**src/rtl/mem_ctrl.sv**
```systemverilog
// Load/store stage controller: translates exe_mem memory requests into data bus
// transactions, extracts and extends load data, and produces the registered
// writeback result for the wb stage. Upstream is held via stall_o while an
// access is in flight. Byte-lane logic assumes a 32-bit data word.
module mem_ctrl #(
   parameter int unsigned ADDR_WIDTH  = 32,
   parameter int unsigned DATA_WIDTH  = 32,
   parameter int unsigned RADDR_WIDTH = 5
) (
   input  logic                   clk_i,
   input  logic                   rst_i,
   // writeback fields from exe_mem
   input  logic [RADDR_WIDTH-1:0] reg_waddr_i,
   input  logic                   reg_we_i,
   input  logic [DATA_WIDTH-1:0]  reg_wdata_i,
   // memory request from exe_mem
   input  logic                   mem_we_i,
   input  logic [ADDR_WIDTH-1:0]  mem_addr_i,
   input  logic [DATA_WIDTH-1:0]  mem_data_i,
   input  logic [3:0]             mem_op_i,
   // registered writeback result
   output logic [RADDR_WIDTH-1:0] reg_waddr_o,
   output logic                   reg_we_o,
   output logic [DATA_WIDTH-1:0]  reg_wdata_o,
   output logic                   stall_o,
   output logic                   misalign_o,
   // data bus
   output logic                   dbus_req_o,
   output logic                   dbus_we_o,
   output logic [ADDR_WIDTH-1:0]  dbus_addr_o,
   output logic [3:0]             dbus_be_o,
   output logic [DATA_WIDTH-1:0]  dbus_wdata_o,
   input  logic                   dbus_gnt_i,
   input  logic                   dbus_rvalid_i,
   input  logic [DATA_WIDTH-1:0]  dbus_rdata_i
);

   localparam logic [3:0] OpLb  = 4'd1;
   localparam logic [3:0] OpLh  = 4'd2;
   localparam logic [3:0] OpLw  = 4'd3;
   localparam logic [3:0] OpLbu = 4'd4;
   localparam logic [3:0] OpLhu = 4'd5;
   localparam logic [3:0] OpSb  = 4'd6;
   localparam logic [3:0] OpSh  = 4'd7;
   localparam logic [3:0] OpSw  = 4'd8;

   typedef enum logic [1:0] {StIdle, StReq, StResp, StDone} state_e;

   state_e state_q, state_d;

   // Captured request
   logic [3:0]             op_q;
   logic                   store_q;
   logic [ADDR_WIDTH-1:0]  addr_q;
   logic [1:0]             off_q;
   logic [3:0]             be_q;
   logic [DATA_WIDTH-1:0]  wdata_q;
   logic [RADDR_WIDTH-1:0] rd_waddr_q;
   logic                   rd_we_q;
   logic [DATA_WIDTH-1:0]  rd_wdata_q;
   logic [DATA_WIDTH-1:0]  load_q;

   // Registered outputs
   logic [RADDR_WIDTH-1:0] reg_waddr_q;
   logic                   reg_we_q;
   logic [DATA_WIDTH-1:0]  reg_wdata_q;
   logic                   misalign_q;

   // Decode of the incoming request
   logic                   is_load;
   logic                   is_store;
   logic                   misaligned;
   logic [3:0]             req_be;
   logic [DATA_WIDTH-1:0]  req_wdata;
   logic                   start;
   logic                   stall;

   // Load extraction
   logic [7:0]             byte_sel;
   logic [15:0]            half_sel;
   logic [DATA_WIDTH-1:0]  load_ext;

   // The op code alone decides direction; mem_we_i is redundant.
   logic unused_mem_we;
   assign unused_mem_we = mem_we_i;

   // Decode op into direction, alignment check, byte enables and lane-replicated data
   always_comb begin
      is_load    = 1'b0;
      is_store   = 1'b0;
      misaligned = 1'b0;
      req_be     = 4'b1111;
      req_wdata  = mem_data_i;
      case (mem_op_i)
         OpLb, OpLbu: is_load = 1'b1;
         OpLh, OpLhu: begin
            is_load    = 1'b1;
            misaligned = mem_addr_i[0];
         end
         OpLw: begin
            is_load    = 1'b1;
            misaligned = |mem_addr_i[1:0];
         end
         OpSb: begin
            is_store  = 1'b1;
            req_be    = 4'b0001 << mem_addr_i[1:0];
            req_wdata = {4{mem_data_i[7:0]}};
         end
         OpSh: begin
            is_store   = 1'b1;
            misaligned = mem_addr_i[0];
            req_be     = 4'b0011 << mem_addr_i[1:0];
            req_wdata  = {2{mem_data_i[15:0]}};
         end
         OpSw: begin
            is_store   = 1'b1;
            misaligned = |mem_addr_i[1:0];
         end
         default: ;
      endcase
   end

   assign start = (state_q == StIdle) && (is_load || is_store) && !misaligned;

   // Next-state logic and internal stall request
   always_comb begin
      state_d = state_q;
      stall   = 1'b0;
      unique case (state_q)
         StIdle: begin
            if (start) begin
               stall   = 1'b1;
               state_d = StReq;
            end
         end
         StReq: begin
            stall = 1'b1;
            if (dbus_gnt_i) begin
               state_d = store_q ? StDone : StResp;
            end
         end
         StResp: begin
            stall = 1'b1;
            if (dbus_rvalid_i) begin
               state_d = StDone;
            end
         end
         StDone: state_d = StIdle;
         default: state_d = StIdle;
      endcase
   end

   // Upstream must not see a stall while reset is held
   assign stall_o = rst_i & stall;

   // Pick the addressed byte/halfword of the returned word and extend it
   always_comb begin
      byte_sel = dbus_rdata_i[{off_q, 3'b000} +: 8];
      half_sel = dbus_rdata_i[{off_q[1], 4'b0000} +: 16];
      load_ext = dbus_rdata_i;
      case (op_q)
         OpLb:    load_ext = {{(DATA_WIDTH-8){byte_sel[7]}}, byte_sel};
         OpLbu:   load_ext = {{(DATA_WIDTH-8){1'b0}}, byte_sel};
         OpLh:    load_ext = {{(DATA_WIDTH-16){half_sel[15]}}, half_sel};
         OpLhu:   load_ext = {{(DATA_WIDTH-16){1'b0}}, half_sel};
         default: ;
      endcase
   end

   // FSM state register
   always_ff @(posedge clk_i or negedge rst_i) begin
      if (!rst_i) begin
         state_q <= StIdle;
      end else begin
         state_q <= state_d;
      end
   end

   // Capture the request on acceptance and the extended load data on rvalid
   always_ff @(posedge clk_i or negedge rst_i) begin
      if (!rst_i) begin
         op_q       <= '0;
         store_q    <= 1'b0;
         addr_q     <= '0;
         off_q      <= '0;
         be_q       <= '0;
         wdata_q    <= '0;
         rd_waddr_q <= '0;
         rd_we_q    <= 1'b0;
         rd_wdata_q <= '0;
         load_q     <= '0;
      end else begin
         if (start) begin
            op_q       <= mem_op_i;
            store_q    <= is_store;
            addr_q     <= {mem_addr_i[ADDR_WIDTH-1:2], 2'b00};
            off_q      <= mem_addr_i[1:0];
            be_q       <= req_be;
            wdata_q    <= req_wdata;
            rd_waddr_q <= reg_waddr_i;
            rd_we_q    <= reg_we_i;
            rd_wdata_q <= reg_wdata_i;
         end
         if ((state_q == StResp) && dbus_rvalid_i) begin
            load_q <= load_ext;
         end
      end
   end

   // Writeback result: bubble while stalled, pass-through in IDLE, access result in DONE
   always_ff @(posedge clk_i or negedge rst_i) begin
      if (!rst_i) begin
         reg_waddr_q <= '0;
         reg_we_q    <= 1'b0;
         reg_wdata_q <= '0;
         misalign_q  <= 1'b0;
      end else begin
         misalign_q <= (state_q == StIdle) && (is_load || is_store) && misaligned;
         if (stall) begin
            reg_we_q <= 1'b0;
         end else if (state_q == StDone) begin
            reg_waddr_q <= rd_waddr_q;
            reg_we_q    <= rd_we_q;
            reg_wdata_q <= store_q ? rd_wdata_q : load_q;
         end else if (state_q == StIdle) begin
            reg_waddr_q <= reg_waddr_i;
            reg_we_q    <= reg_we_i && !((is_load || is_store) && misaligned);
            reg_wdata_q <= reg_wdata_i;
         end
      end
   end

   assign reg_waddr_o = reg_waddr_q;
   assign reg_we_o    = reg_we_q;
   assign reg_wdata_o = reg_wdata_q;
   assign misalign_o  = misalign_q;

   // Bus fields are only driven while the request is outstanding
   assign dbus_req_o   = (state_q == StReq);
   assign dbus_we_o    = dbus_req_o & store_q;
   assign dbus_addr_o  = dbus_req_o ? addr_q : '0;
   assign dbus_be_o    = dbus_req_o ? be_q : '0;
   assign dbus_wdata_o = dbus_req_o ? wdata_q : '0;

endmodule
```
**config.mk**
```make
export PLATFORM = sky130hd
export DESIGN_NAME = mem_ctrl
export DESIGN_NICKNAME = d
export VERILOG_FILES = /design/src/rtl/mem_ctrl.sv
export SDC_FILE = /design/constraint.sdc
export NUM_CORES = 1
export LEC_CHECK = 0
export ABC_AREA = 1
export CAP_MARGIN = 20
export CORE_MARGIN = 2
export CORE_UTILIZATION = 50
export CTS_BUF_LIST = sky130_fd_sc_hd__clkbuf_4 sky130_fd_sc_hd__clkbuf_8
export DETAILED_ROUTE_END_ITERATION = 10
export GPL_TIMING_DRIVEN = 0
export PLACE_DENSITY = 0.82
export SETUP_SLACK_MARGIN = 0.4
export SLEW_MARGIN = 20
export SYNTH_ARGS = -nofsm -noshare
export SYNTH_HDL_FRONTEND = slang
export SYNTH_SLANG_ARGS = --single-unit
```
**constraint.sdc**
```tcl
create_clock -name clk_i -period 3.37 [get_ports clk_i]
set_input_delay 0.337 -clock clk_i [delete_from_list [all_inputs] [get_ports clk_i]]
set_output_delay 0.337 -clock clk_i [all_outputs]
set_load 0.01 [all_outputs]
```
==> flow_summary.toml <==
[worst_setup_path]
cp-start-kind = "flip-flop"
endpoint_kind = "output pin"
critical_path.top_delay_family = "buffers and inverters"
r2r_end = "reg_wdata_o[14]$_DFFE_PN0P_"
crit_fanout = 10
r2r-start = "state_q[0]$_DFFE_PN0P_"
rr_worst_depth = 7
crit_path_cell_trace = "ha_2 > inv_1 > buf_6 > clkbuf_4 > o21ai_1 > nor2_1 > clkdlybuf4s50_1"
worst-path-buf-inv = 4
cp_data_required_time_ps = 3030
reg2reg_slack_ps = 1290
cp_slowest_stage_delay_ps = 540
startpoint = "state_q[0]$_DFFE_PN0P_"
cp.arrival_ps = 2530
cp_slowest_cell = "clkdlybuf4s50_1"
worstSetupPathType = "flip-flop to output pin"
crit_end = "stall_o"
worst-path-stages = 7

[cells_and_area]
final_cells = 1831
area_growth_pct = 34.3
fill_cells = 1565
drive_gt1_share_pct = 6.58
multi_input_area_um2 = 4010
seqCellArea_um2 = 4610
nets = 1731
fin_area_um2 = 12800

[yosys]
synth_cell_types = 34
synth_cells = 1312
synth_ff_type = "dfrtp_1"
synth_top_cell_by_area = "dfrtp_1"
avgSynthCellArea_um2 = 7.26
async_reset_ff_share_pct = 100
ys_seq_area_share_pct = 48.4
ys_ff_latch = 184
yosys_warnings = 0
synth-edff-count = 0
synth.top_cell.area_share_pct = 48.4
synthTopCellsByArea = "dfrtp_1 48%, nand2_1 22%, o21ai_0 7.8%, inv_1 5.2%, a21oi_1 3.6%"
syn_area_um2 = 9520

[drt]
wl_per_cell_um = 16.3
remaining_drc_errors = 0
vias_per_cell = 5.23
drt_iter0_drc = 625
finalWirelength_um = 29900
routed-via-count = 9585
firstDrtPassIters = 6
final_antenna_net_count = 0

[place]
dp_hpwl_um = 22400
gp_congestion = 0.921
placed_area_um2 = 12400
place_inst = 1798
port_buffers = 249

[timing]
clock.fmax_mhz = 349
setup_viol = 0
whs_ps = -400
rsz0062_at_grt = "yes"
report.final.hold_viol_count = 97
clock_skew_ps = 14.3
layout_worst_path_cycle_share_pct = 85.0
relSlewSlack_pct = 49.7
slew_violations = 0
period_needed_ps = 2860
worst_pin_slew_ps = 755

[run_status]
status = "finished with violations"
violations = "negative hold slack"

[power_and_ir_drop]
power_frac_clock_pct = 12.9
p_int_mw = 6.30
ir_worst_vdd_mv = 0.461
leakage_nw = 6.59
swShare_pct = 43.8
powerDensity_nw_per_um2 = 877
p_comb_share_pct = 52.8
power.switching_mw = 4.91
seq_power_share_pct = 34.3

[clock_network]
clk_latency_ps = 480
cts_num_sinks = 184
path_clk_slew_ps = 100
cts_buffers = 17
h-tree-depth = 4
cts_buffer_depth = 2
root_buffer = "clkbuf_8"
post_cts_buffers = 0
tritoncts = "built"

[floorplanning]
start_util_pct = 50.9
die_w_um = 142
ios = 253
die_area_um2 = 20200
row_count = 50
die_h_um = 142
core_area_um2 = 18700

[global_routing]
grtUsageTotal_pct = 29.7
met1_usage_pct = 36.0
grt_pass1_wl_um = 46600
grt.busiest_layer = "met2"
met2_usage_pct = 50.9
use_met3_pct = 9.45
grt_max_degree = 98
overflow = 0
grt_pass1_vias = 9345
antenna_found_initial = 1

[hold_path]
min_path_type = "primary input to asynchronous set/reset pin"

[flow_run]
cap_violations = 0
[worst min-delay path by stage]
stage	end	slack [ps]	cells after the start
final	reg_wdata_o[23]$_DFFE_PN0P_	-400	1
after global routing	reg_wdata_o[23]$_DFFE_PN0P_	-420	1
after CTS	reg_wdata_o[23]$_DFFE_PN0P_	-420	1
after detailed placement	reg_wdata_o[23]$_DFFE_PN0P_	110	1
after global placement	reg_wdata_o[18]$_DFFE_PN0P_	450	2
after floorplan	addr_q[10]$_DFFE_PN0P_	40	0
[power by group through the flow]
stage	Clock (mW)	Combinational (mW)	Sequential, mW
6_report	1.45	5.93	3.84
5_1_grt	1.54	6.58	3.95
3_5_place_dp	0	5.86	3.86
3_3_place_gp	0	5.73	3.84
2_1_floorplan	0	3.42	3.84
4_1_cts	1.46	5.92	3.83
[what timing repair did]
action                                  in CTS  in global routing
gates resized for setup                     15                 10
endpoints found under the hold margin       97                 97
endpoints found under the setup margin      46                 32
[cell type report]
cell class,instances,share of cell area [%]
Clock buffer,20,2.05
Clock inverter,12,0.851
Multi-Input combinational cell,916,31.4
Antenna cell,1,0.0196
Sequential cell,184,36.0
Buffer,75,3.36
Timing Repair Buffer,251,20.0
Tap cell,234,2.29
Inverter,138,4.05
[stage by stage]
stage	TNS, ps	total power [mW]	util, %	setup slack (ps)	hold slack (ps)
after global placement	-1068360	9.56	65.8	-5800	454
after detailed placement	0	9.73	66.1	283	113
after floorplan	0	7.26	-	1330	41.4
final	0	11.2	68.4	506	-400
after global routing	0	12.1	68.4	378	-422
after CTS	0	11.2	68.3	403	-419
[sequential cells by signal, indices dropped and copies added, names as in the netlist]
signal       flops
wdata_q         32
op_q             4
off_q            2
addr_q          30
reg_waddr_o      5
store_q          1
be_q             4
reg_we_o         1
load_q          32
misalign_o       1
state_q          2
reg_wdata_o     32
rd_waddr_q       5
rd_we_q          1
rd_wdata_q      32
[Yosys cell counts, types with 2 or more instances]
cell,count
nand4_1,2
buf_2,19
ha_1,5
nand4_2,2
nor2_1,56
inv_1,133
buf_6,8
nand3_1,15
buf_4,8
clkinv_1,3
inv_2,2
nand3b_1,6
o21ai_0,148
o22ai_1,4
nor2_2,3
a21oi_1,69
o211ai_1,9
nand3_2,2
nand2_2,4
or2_2,7
a31oi_1,12
o21ai_1,8
dfrtp_1,184
nand2_1,554
clkbuf_1,40
[metal layers]
metal	share of wire (%)	routed length [µm]
met1	39	11700
met2	49	14500
met3	9.7	2910
met4	2.5	735
met5	0	0
[layout by cell type, fill, tap and decap left out, drive strengths merged]
cell type      netlist  final
dfrtp              184    184
o21ai              156    156
inv                135    142
clkinvlp             0      3
a21oi               70     70
o22ai                4      4
nand2              558    558
nand4                4      4
a31oi               12     12
buf                 35     40
nand3b               6      6
ha                   5      5
nor2                60     60
a21boi               1      1
diode                0      1
o21bai               1      1
mux2i                1      1
clkbuf              40     58
o211ai              10     10
a21o                 1      1
conb                 1      2
clkdlybuf4s50        0    248
or2                  8      8
nand3               17     17
clkinv               3      5
[cells by family after synthesis]
group	synth area share, %
AND/OR/NAND/NOR	27.0
multiplexers	0.105
buffers and inverters	9.59
flip-flops	48.4
AO/OA/AOI/OAI	14.2
other	0.0394
adder cells (fa/ha/maj)	0.657
Note: power is estimated with default switching activity, not from simulation.
